File: src/rtl/mips_pc_pkg.sv
// rtl/mips_pc_pkg.sv - shared types and constants for the PC stage
package mips_pc_pkg;

   typedef enum logic {
      RUN   = 1'b0,
      FAULT = 1'b1
   } pc_state_t;

   localparam logic [1:0] CAUSE_NONE = 2'b00;
   localparam logic [1:0] CAUSE_JR   = 2'b01;
   localparam logic [1:0] CAUSE_BR   = 2'b10;
   localparam logic [1:0] CAUSE_J    = 2'b11;

   localparam logic [31:0] PC_INC = 32'd4;

endpackage

File: src/rtl/pc_unit_if.sv
// rtl/pc_unit_if.sv - decode-to-PC bus plus PC, fault and retire status
interface pc_unit_if;

   logic        stall;
   logic        branch_taken;
   logic [31:0] branch_offset;
   logic        jump;
   logic [25:0] jump_index;
   logic        jr_control;
   logic [31:0] jr_target;
   logic [31:0] pc;
   logic [31:0] pc_plus4;
   logic        fault;
   logic [31:0] fault_pc;
   logic [1:0]  fault_cause;
   logic [31:0] retired_count;

   modport master (
      output stall, branch_taken, branch_offset, jump, jump_index, jr_control, jr_target,
      input  pc, pc_plus4, fault, fault_pc, fault_cause, retired_count
   );

   modport slave (
      input  stall, branch_taken, branch_offset, jump, jump_index, jr_control, jr_target,
      output pc, pc_plus4, fault, fault_pc, fault_cause, retired_count
   );

endinterface

File: src/rtl/pc_next_sel.sv
// rtl/pc_next_sel.sv - next-PC priority mux, target arithmetic and alignment check
module pc_next_sel
   import mips_pc_pkg::*;
(
   input  logic [31:0] pc,
   input  logic        branch_taken,
   input  logic [31:0] branch_offset,
   input  logic        jump,
   input  logic [25:0] jump_index,
   input  logic        jr_control,
   input  logic [31:0] jr_target,
   output logic [31:0] pc_plus4,
   output logic [31:0] target,
   output logic        misaligned,
   output logic [1:0]  cause
);

   assign pc_plus4 = pc + PC_INC;

   // JR outranks jump so an illegal JR+J decode resolves silently to JR
   always_comb begin
      target = pc_plus4;
      cause  = CAUSE_NONE;
      if (jr_control) begin
         target = jr_target;
         cause  = CAUSE_JR;
      end else if (jump) begin
         target = {pc_plus4[31:28], jump_index, 2'b00};
         cause  = CAUSE_J;
      end else if (branch_taken) begin
         target = pc_plus4 + (branch_offset << 2);
         cause  = CAUSE_BR;
      end
   end

   assign misaligned = |target[1:0];

endmodule

File: src/rtl/pc_unit.sv
// rtl/pc_unit.sv - PC register, sticky misalignment trap and retire counter
module pc_unit
   import mips_pc_pkg::*;
#(
   parameter logic [31:0] RESET_PC = 32'h0000_0000
)
(
   input  logic      clk,
   input  logic      reset,
   pc_unit_if.slave  bus
);

   pc_state_t   state_q, state_d;
   logic [31:0] pc_q, pc_d;
   logic [31:0] count_q, count_d;
   logic        fault_q, fault_d;
   logic [31:0] fault_pc_q, fault_pc_d;
   logic [1:0]  cause_q, cause_d;

   logic [31:0] pc_plus4;
   logic [31:0] target;
   logic        misaligned;
   logic [1:0]  cause;

   pc_next_sel u_next_sel (
      .pc            (pc_q),
      .branch_taken  (bus.branch_taken),
      .branch_offset (bus.branch_offset),
      .jump          (bus.jump),
      .jump_index    (bus.jump_index),
      .jr_control    (bus.jr_control),
      .jr_target     (bus.jr_target),
      .pc_plus4      (pc_plus4),
      .target        (target),
      .misaligned    (misaligned),
      .cause         (cause)
   );

   // FAULT is terminal until reset; a stalled RUN cycle changes nothing
   always_comb begin
      state_d    = state_q;
      pc_d       = pc_q;
      count_d    = count_q;
      fault_d    = fault_q;
      fault_pc_d = fault_pc_q;
      cause_d    = cause_q;
      if (state_q == RUN && !bus.stall) begin
         if (misaligned) begin
            state_d    = FAULT;
            fault_d    = 1'b1;
            fault_pc_d = pc_q;
            cause_d    = cause;
         end else begin
            pc_d    = target;
            count_d = count_q + 32'd1;
         end
      end
   end

   always_ff @(posedge clk) begin
      if (reset) begin
         state_q    <= RUN;
         pc_q       <= RESET_PC;
         count_q    <= 32'd0;
         fault_q    <= 1'b0;
         fault_pc_q <= 32'd0;
         cause_q    <= CAUSE_NONE;
      end else begin
         state_q    <= state_d;
         pc_q       <= pc_d;
         count_q    <= count_d;
         fault_q    <= fault_d;
         fault_pc_q <= fault_pc_d;
         cause_q    <= cause_d;
      end
   end

   assign bus.pc            = pc_q;
   assign bus.pc_plus4      = pc_plus4;
   assign bus.fault         = fault_q;
   assign bus.fault_pc      = fault_pc_q;
   assign bus.fault_cause   = cause_q;
   assign bus.retired_count = count_q;

endmodule

File: src/flat_wrapper.sv
// flat-port wrapper written by rule: the top's interface ports become plain ports
module pc_unit_flat import mips_pc_pkg::*;
#(
   parameter logic [31:0] RESET_PC = 32'h0000_0000
)
  (clk, reset, bus_stall, bus_branch_taken, bus_branch_offset, bus_jump, bus_jump_index, bus_jr_control, bus_jr_target, bus_pc, bus_pc_plus4, bus_fault, bus_fault_pc, bus_fault_cause, bus_retired_count);
  pc_unit_if bus_i ();
  input  logic clk;
  input  logic reset;
  input wire logic [$bits(bus_i.stall)-1:0] bus_stall;
  input wire logic [$bits(bus_i.branch_taken)-1:0] bus_branch_taken;
  input wire logic [$bits(bus_i.branch_offset)-1:0] bus_branch_offset;
  input wire logic [$bits(bus_i.jump)-1:0] bus_jump;
  input wire logic [$bits(bus_i.jump_index)-1:0] bus_jump_index;
  input wire logic [$bits(bus_i.jr_control)-1:0] bus_jr_control;
  input wire logic [$bits(bus_i.jr_target)-1:0] bus_jr_target;
  output wire logic [$bits(bus_i.pc)-1:0] bus_pc;
  output wire logic [$bits(bus_i.pc_plus4)-1:0] bus_pc_plus4;
  output wire logic [$bits(bus_i.fault)-1:0] bus_fault;
  output wire logic [$bits(bus_i.fault_pc)-1:0] bus_fault_pc;
  output wire logic [$bits(bus_i.fault_cause)-1:0] bus_fault_cause;
  output wire logic [$bits(bus_i.retired_count)-1:0] bus_retired_count;
  assign bus_i.stall = bus_stall;
  assign bus_i.branch_taken = bus_branch_taken;
  assign bus_i.branch_offset = bus_branch_offset;
  assign bus_i.jump = bus_jump;
  assign bus_i.jump_index = bus_jump_index;
  assign bus_i.jr_control = bus_jr_control;
  assign bus_i.jr_target = bus_jr_target;
  assign bus_pc = bus_i.pc;
  assign bus_pc_plus4 = bus_i.pc_plus4;
  assign bus_fault = bus_i.fault;
  assign bus_fault_pc = bus_i.fault_pc;
  assign bus_fault_cause = bus_i.fault_cause;
  assign bus_retired_count = bus_i.retired_count;
  pc_unit #(.RESET_PC(RESET_PC)) u_core (.clk(clk), .reset(reset), .bus(bus_i));
endmodule
File: config.mk
export PLATFORM = sky130hd
export DESIGN_NAME = pc_unit_flat
export DESIGN_NICKNAME = d
export VERILOG_FILES = /design/src/rtl/mips_pc_pkg.sv /design/src/rtl/pc_unit_if.sv /design/src/rtl/pc_next_sel.sv /design/src/rtl/pc_unit.sv /design/src/flat_wrapper.sv
export SDC_FILE = /design/constraint.sdc
export NUM_CORES = 1
export LEC_CHECK = 0
export CAP_MARGIN = 20
export CORE_MARGIN = 1
export CORE_UTILIZATION = 47
export DETAILED_ROUTE_END_ITERATION = 6
export PLACE_DENSITY_LB_ADDON = 0.08
export SYNTH_ARGS = -nofsm -noshare
export SYNTH_HDL_FRONTEND = slang
export SYNTH_HIERARCHICAL = 1
export SYNTH_SLANG_ARGS = --single-unit
export TNS_END_PERCENT = 50
File: constraint.sdc
create_clock -name clk -period 4.1 [get_ports clk]
set_input_delay 1.23 -clock clk [delete_from_list [all_inputs] [get_ports clk]]
set_output_delay 1.23 -clock clk [all_outputs]
set_load 0.02 [all_outputs]
==> results list <==
- Fraction of registers with async set/reset: 0
* Seq pwr share: 0.381
* Share of cells above drive strength 1: 0.09492
* Post-synthesis cell count: approximately 930
- Wire length of the first global-routing pass: approximately 35000 µm
- The worst setup path is launched from a flop.
- Share of the synthesized area in the top cell type: 0.2869
- The area growth from synthesis to layout is 44.63%.
- Synthesis instantiated 69 different standard cells from the library.
- Proportion of power drawn by combinational gates: 0.300
- The path class of the tightest hold or removal check is flop to flop.
- Top area cells in the synthesized netlist: sky130_fd_sc_hd__dfxtp_1, sky130_fd_sc_hd__nand2_1, sky130_fd_sc_hd__a21oi_1
- Counting along the longest clock path gives a buffer depth of 2.
* Number of buffer and inverter instances along the worst setup path: 1
- Static timing analysis puts the maximum clock frequency at ~250 MHz.
* H-Tree Level Count: 3
- In this design, the critical path's most frequently occurring cell is sky130_fd_sc_hd__and4_1.
- DRT met1 WL: approximately 9800 µm
- Pin count of the biggest net entering global routing: 100
- Status: complete, no violations
* Clock root buffer master: sky130_fd_sc_hd__clkbuf_16
* Die Height: about 120 µm
* Number of remaining DRC errors: 0
- The detailed router used layers up to and including met4.
- Dividing the final minimum period by the clock period gives 0.9628.
* Core Footprint: about 14000 µm²
- List of cells traversed by the critical path: and4_1 > and4_1 > and2_2 > nand3_1 > xnor2_1 > clkdlybuf4s50_1
- Detailed routing inserted a total of approximately 7800 vias.
- Power Internal: 1.859 mW
* Number of antenna violations at the first check in global routing: 0
- During I/O placement, the number of pins put on the boundary was approximately 230.
- The largest single stage delay on the critical path is between 0.6 and 0.7 ns.
* Site Rows: 43
* Ratio of total power to cell area: 269.8 nW/µm²
* Number of global-route vias before repair: 6997
- The share of the Yosys chip area taken by registers is 0.2869.
- Number of storage elements in the synthesis netlist: 99
- For the worst setup path, the data arrival time is between 2 and 3 ns.
- The slowest stage of the critical path is the sky130_fd_sc_hd__clkdlybuf4s50_1 cell.
- Antenna Nets Post-Route: 0
- Summed over all nets, the switching power comes to 0.8365 mW.
* Top cell family by delay on the critical path: simple AND/OR/NAND/NOR gates
- Among all flip-flop cells after synthesis, the most frequent one is sky130_fd_sc_hd__dfxtp_1.
- Count of TritonRoute iterations in the first routing pass: 5
* Max-slew violation total from the final report: 0
* Global-route usage over all layers: 0.2929
* Horizontal extent of the die: 123.2 µm
- Total of endpoints with negative setup slack in the final report: 0
* Final RePlAce weighted congestion: around 0.9
- Leading post-synthesis cells by instance count: sky130_fd_sc_hd__nand2_1, sky130_fd_sc_hd__a21oi_1, sky130_fd_sc_hd__dfxtp_1
* Grt total ovfl: 0
- Hold Worst Slack: between 0.4 and 0.5 ns
* Share of total power consumed by net switching: 0.3103
- Worst rel slew slack: 0.3073
- Unrepaired setup endpoints after global routing: true
* Number of filler cells placed in the layout: 1201
- Skew-Pair Late Insertion Delay: 0.34 ns
- Peak fanout along the critical path: 6
* Via/cell ratio: 5.721
* Count of nets after finishing: between 1000 and 1500
- Worst Tran Pin Value: 1.039 ns
- Dividing the synthesized area by the synthesized cell count gives approximately 7.4 µm².
* Type of the worst setup path: flop to output pin
* Die area: ~15000 µm²
* Final setup skew: 0.005703 ns
* Number of max-cap violations: 0
* Dpl hpwl: 17290 µm
* Post-synth EDFFs: 0
- Clock tree from TritonCTS: done
- Clock tree synthesis inserted a total of 9 buffers.
* Antenna diode instance count: 0
- Counting I/O delays and the setup requirement, the final critical path takes roughly 3.9 ns.
- Clock slew at the register clock pins of the worst setup and hold paths: approximately 0.070 ns
* Static Leak: between 3 and 4 nW
- Yosys instantiated no cell more often than sky130_fd_sc_hd__nand2_1.
* Clock Sinks: just under 100
- Hold buffer count at cts: 0
- Final routed wirelength across all metal layers: roughly 23000 µm
- The placed instances occupy a cell area of 9578 µm².
- The finished cells cover 9991 µm².
- Yosys printed 6 warnings.
- Post-synth design cell area: 6908 µm²
- Post-Synthesis Net Count: roughly 1100
- The share of total power dissipated in the clock network is 0.320.
* Port-buffer cells: between 200 and 250
- The total count of hold-check failures in the final report is 0.
* Library cell occupying the most area in the post-synthesis netlist: sky130_fd_sc_hd__dfxtp_1
- Worst endpoint required time: about 2.9 ns
- Across the VDD grid, the largest voltage drop is between 200 and 300 µV.
* Final standard cell utilization of the core: 0.7088
- In the detailed route, the total length drawn on met3 is about 1800 µm.
- Mean routed wirelength per cell: 16.88 µm
* Routed length on met2: 10690 µm
- Effective utilization at floorplan: 0.4901
- The worst setup path is captured at an output pin.
- Violation count after the first detailed-route iteration: 556
-- sequential cells by signal, summed over array words and instances, names as in the netlist --
register and cells:
u_core/bus.fault 1, u_core/bus.fault_cause 2, u_core/bus.fault_pc 32, u_core/bus.pc 32, u_core/bus.retired_count 32
-- placed cells by master (no fill, tap or decap), types with 5 or more instances in the layout --
cell / count
sky130_fd_sc_hd__nand2_1: 197
sky130_fd_sc_hd__a211oi_1: 8
sky130_fd_sc_hd__o21ai_0: 28
sky130_fd_sc_hd__buf_4: 62
sky130_fd_sc_hd__o21ai_1: 5
sky130_fd_sc_hd__o22ai_1: 12
sky130_fd_sc_hd__inv_1: 16
sky130_fd_sc_hd__nor3_1: 6
sky130_fd_sc_hd__dfxtp_1: 99
sky130_fd_sc_hd__and4_1: 13
sky130_fd_sc_hd__and2_1: 10
sky130_fd_sc_hd__o211ai_1: 6
sky130_fd_sc_hd__nor2_1: 54
sky130_fd_sc_hd__ha_1: 37
sky130_fd_sc_hd__and3_1: 10
sky130_fd_sc_hd__a21oi_1: 135
sky130_fd_sc_hd__nand4_1: 20
sky130_fd_sc_hd__a21o_1: 17
sky130_fd_sc_hd__xnor2_2: 8
sky130_fd_sc_hd__nand3_1: 27
sky130_fd_sc_hd__o31ai_1: 19
sky130_fd_sc_hd__or3_1: 9
sky130_fd_sc_hd__xor2_1: 21
sky130_fd_sc_hd__clkdlybuf4s50_1: 221
sky130_fd_sc_hd__xnor2_1: 28
sky130_fd_sc_hd__clkbuf_16: 9
sky130_fd_sc_hd__or4_1: 15
sky130_fd_sc_hd__mux2i_1: 7
-- final timing paths --
kind | startpoint | end | slack (ns) | cells after the start
hold / removal | u_core/bus.fault_cause[1] | u_core/bus.fault_cause[1] | 0.45 | 2
hold reg to reg | u_core/bus.fault_cause[1] | u_core/bus.fault_cause[1] | 0.45 | 2
setup / recovery | u_core/bus.pc[14] | bus_pc_plus4[22] | 0.15 | 6
setup reg to reg | u_core/bus.pc[2] | u_core/bus.pc[30] | 0.24 | 17
-- through the flow --
step                      std cells  total power [mW]  setup slack, ns  setup TNS [ns]
after floorplan                 933             1.486         -0.02816        -0.02816
after global placement         1342             1.829          -0.1726         -0.7413
after detailed placement       1342             1.834          -0.1988          -1.022
after CTS                      1358             2.696         0.002008               0
after global routing           1360             2.824        -0.002040       -0.002040
final                          1360             2.696           0.1525               0
-- logic make-up after synthesis --
group / Yosys count / share of synthesized area
buffers and inverters: 71 / 0.04546
xor gates and xnor gates: 58 / 0.07462
muxes: 8 / 0.01232
DFF: 99 / 0.2869
AOI/OAI and AO/OA: 272 / 0.2418
and+or+nand+nor: 387 / 0.2690
adders and majority gates: 38 / 0.06991
-- worst register-to-register path: stages, from the launching register on --
cell and delay, ns:
sky130_fd_sc_hd__dfxtp_1 0.33, sky130_fd_sc_hd__buf_4 0.16, sky130_fd_sc_hd__nand3_1 0.17, sky130_fd_sc_hd__nor3_2 0.20
sky130_fd_sc_hd__buf_4 0.18, sky130_fd_sc_hd__and2_2 0.21, sky130_fd_sc_hd__nand4_1 0.16, sky130_fd_sc_hd__xnor2_2 0.22
sky130_fd_sc_hd__ha_1 0.34, sky130_fd_sc_hd__nand4_1 0.14, sky130_fd_sc_hd__nor3_1 0.32, sky130_fd_sc_hd__nand3_1 0.13
sky130_fd_sc_hd__nor3_1 0.22, sky130_fd_sc_hd__nor4bb_1 0.11, sky130_fd_sc_hd__or4b_1 0.50, sky130_fd_sc_hd__and3_1 0.20
sky130_fd_sc_hd__nand2_1 0.06, sky130_fd_sc_hd__a21oi_1 0.06
-- area by class of cell --
| cell class | count | area, µm² | share of cell area |
|---|---|---|---|
| Clock inverter | 6 | 70.07 | 0.007013 |
| Tap cell | 180 | 225.2 | 0.02254 |
| Clock buffer | 10 | 239.0 | 0.02392 |
| Multi-Input combinational cell | 763 | 4708 | 0.4713 |
| Sequential cell | 99 | 1982 | 0.1984 |
| Inverter | 17 | 63.81 | 0.006387 |
| Timing Repair Buffer | 285 | 2703 | 0.2705 |
-- per-layer routing --
metal / GRT usage / up-vias
met5: 0 / -
met4: 0.1122 / 0
met1: 0.3651 / 3580
met2: 0.4934 / 325
met3: 0.06089 / 55
li1: - / 3821
-- what timing repair did --
| action | CTS | global route |
|---|---|---|
| gates cloned | 0 | 0 |
| pin swaps | 0 | 7 |
| setup buffers | 0 | 2 |
| endpoints found under the hold margin | 0 | 0 |
| resized for setup | 2 | 15 |
| setup endpoints to repair | 4 | 18 |
-- power by group through the flow --
stage               logic [mW]  clock network (mW)  registers (mW)
floorplan                0.408                   0            1.08
global placement         0.784                   0            1.05
detailed placement       0.789                   0            1.05
CTS                      0.793               0.878            1.02
global route             0.870               0.924            1.03
finish                   0.808               0.862            1.03
(Power assumes the default switching activity.)
==> edit, RTL diff (config.mk and constraints unchanged) <==
Reset style: asynchronous (`reset`), changed in one clocked block.
--- a/src/rtl/pc_unit.sv
+++ b/src/rtl/pc_unit.sv
@@ -58,5 +58,5 @@
    end
 
-   always_ff @(posedge clk) begin
+   always_ff @(posedge clk or posedge reset) begin
       if (reset) begin
          state_q    <= RUN;
Behaviour: differs if reset is asserted again (counterexample within 4 cycles, from zero or initial values and one cycle with reset high); with reset held inactive, the same outputs for 4 cycles.
==> edit against the unedited design <==
Design area increased by 2.8%; sequential cell count unchanged; setup slack worse by 0.043 ns; largest cell class unchanged; synthesized area rose by 2.1%; hold slack improved by 0.022 ns; wire length decreased by 1.2%; count of clock-buffer cells in the layout is 1 higher.
Power is not compared: it rests on default switching activity, and its combinational part moved more than twofold at a synthesized area within 25%.
==> edit: results (changes against the unedited design) <==
[sta]
slew_headroom_pct = 50.21  ; was 30.73%
fin_skew_ns = 0.004703  ; was 0.005703 ns

[global_route]
grt.total_usage_pct = 29.51  ; was 29.29%
grt_max_degree = 58  ; was 100
grt_first_pass_wirelength_mm = 36.43  ; was 34.73 mm
grt_pass1_vias = 6973  ; was 6997

[drt]
vias = 7051  ; was 7781
drtIter0Drc = 518  ; was 556
avgRoutedWirePerCell_um = 18.09  ; was 16.88 um
drtPass1Iterations = 4  ; was 5

[synthesis]
ys_types = 74  ; was 69
synth_top_area_share_pct = 35.14  ; was 28.69%
synth-adder-area-share_pct = 6.850  ; was 6.991%
synth.mux.area_fraction_pct = 6.637  ; was 1.232%
synth_compound_gate_area_share_pct = 15.26  ; was 24.18%
avgSynthCellArea_um2 = 8.802  ; was 7.404 um2
ys_async_sr_fraction_pct = 100.0  ; was 0%
synth_area_leaders = dfrtp_1 (35%), nand2_1 (8.5%), xnor2_1 (6.8%)  ; was dfxtp_1 (29%), nand2_1 (11%), a21oi_1 (9.9%)
synth_xor_xnor_area_share_pct = 10.04  ; was 7.462%
ys_seq_area_share_pct = 35.14  ; was 28.69%
syn-num-nets = 935  ; was 1067
yosys_warnings = 6  ; unchanged
synth_common_cells = nand2_1 (159), dfrtp_1 (99), xnor2_1 (55)  ; was nand2_1 (197), a21oi_1 (136), dfxtp_1 (99)

[worst_setup_path]
slowest_stage = a2111oi_2  ; was clkdlybuf4s50_1
slowest_delay_ns = 0.42  ; was 0.68 ns
cp_data_arrival_time_ns = 4.22  ; was 2.72 ns
crit_family = compound AO/OA/AOI/OAI gates  ; was simple AND/OR/NAND/NOR gates
ff2ff_path_depth = 19  ; was 17
critPathMaxFanout = 3  ; was 6

[clocking]
worst_setup_hold_path_clk_slew_ns = 0.07  ; about the same
clock_latency_ns = 0.34  ; about the same

[run_status]
status = complete, no violations  ; unchanged

[layout]
stdcell_count = 1254  ; was 1360
drive_above_1_share_pct = 14.49  ; was 9.492%
fin_nets = 1199  ; was 1309

[placed_design]
dpl_cell_area_mm2 = 0.009861  ; was 0.009578 mm2
dp_hpwl_mm = 17.62  ; was 17.29 mm
port_buffers = 224  ; unchanged
dp_slack_ns = -0.1503  ; was -0.1988 ns
routabilityCongestion = 0.9351  ; was 0.9195

[power_and_ir_drop]
power_leakage_uw = 0.004649

[worst_hold_path]
whs_path_depth = 1  ; was 2

-- edit: final timing paths --
check / startpoint / to / slack, ns
min in group asynchronous: reset / u_core/bus.retired_count[16] / 1.29
min reg2reg: u_core/bus.retired_count[31] / u_core/bus.retired_count[31] / 0.47
min: u_core/bus.retired_count[31] / u_core/bus.retired_count[31] / 0.47
max: bus_branch_offset[0] / u_core/bus.pc[22] / 0.11
max in group asynchronous: reset / u_core/bus.pc[4] / 2.10
max reg2reg: u_core/bus.pc[2] / u_core/bus.pc[30] / 0.22
-- edit: power by group --
group / leakage [uW] / internal (uW) / total, uW / switching, uW
Combinational: 0.00321 / 2100 / 4410 / 2310
Sequential: 0.00128 / 1290 / 1610 / 324
Clock: 0.000156 / 509 / 873 / 365
-- edit: area by class of cell --
type	instances	area (um2)
Inverter	17	66.31
Timing Repair Buffer	287	2739
Sequential cell	99	2480
Fill cell	1202	4317
Clock inverter	5	61.31
Multi-Input combinational cell	651	4443
Clock buffer	11	252.7
Tap cell	184	230.2
-- edit: timing repair --
item | 4_1_cts | 5_1_grt
buffers inserted | 0 | 1
resized for setup | 3 | 16
gates cloned | 0 | 0
endpoints found under the setup margin | 5 | 13
pin swaps | 0 | 2
-- edit: worst reg2reg max path: cells and delay by family, from the launching register on --
| family | cells | cell delay [ns] |
|---|---|---|
| xor gates and xnor gates | 1 | 0.15 |
| DFF | 1 | 0.35 |
| buffers and inverters | 4 | 0.64 |
| and+or+nand+nor | 13 | 2.33 |
| adders and majority gates | 1 | 0.31 |
-- edit: metal layers --
metal | routed length [um] | up-vias | global-route usage, %
li1 | - | 3384 | -
met1 | 9358 | 3357 | 36.35
met2 | 10960 | 268 | 49.50
met3 | 1672 | 42 | 7.732
met4 | 687 | 0 | 10.77
met5 | 0 | - | 0
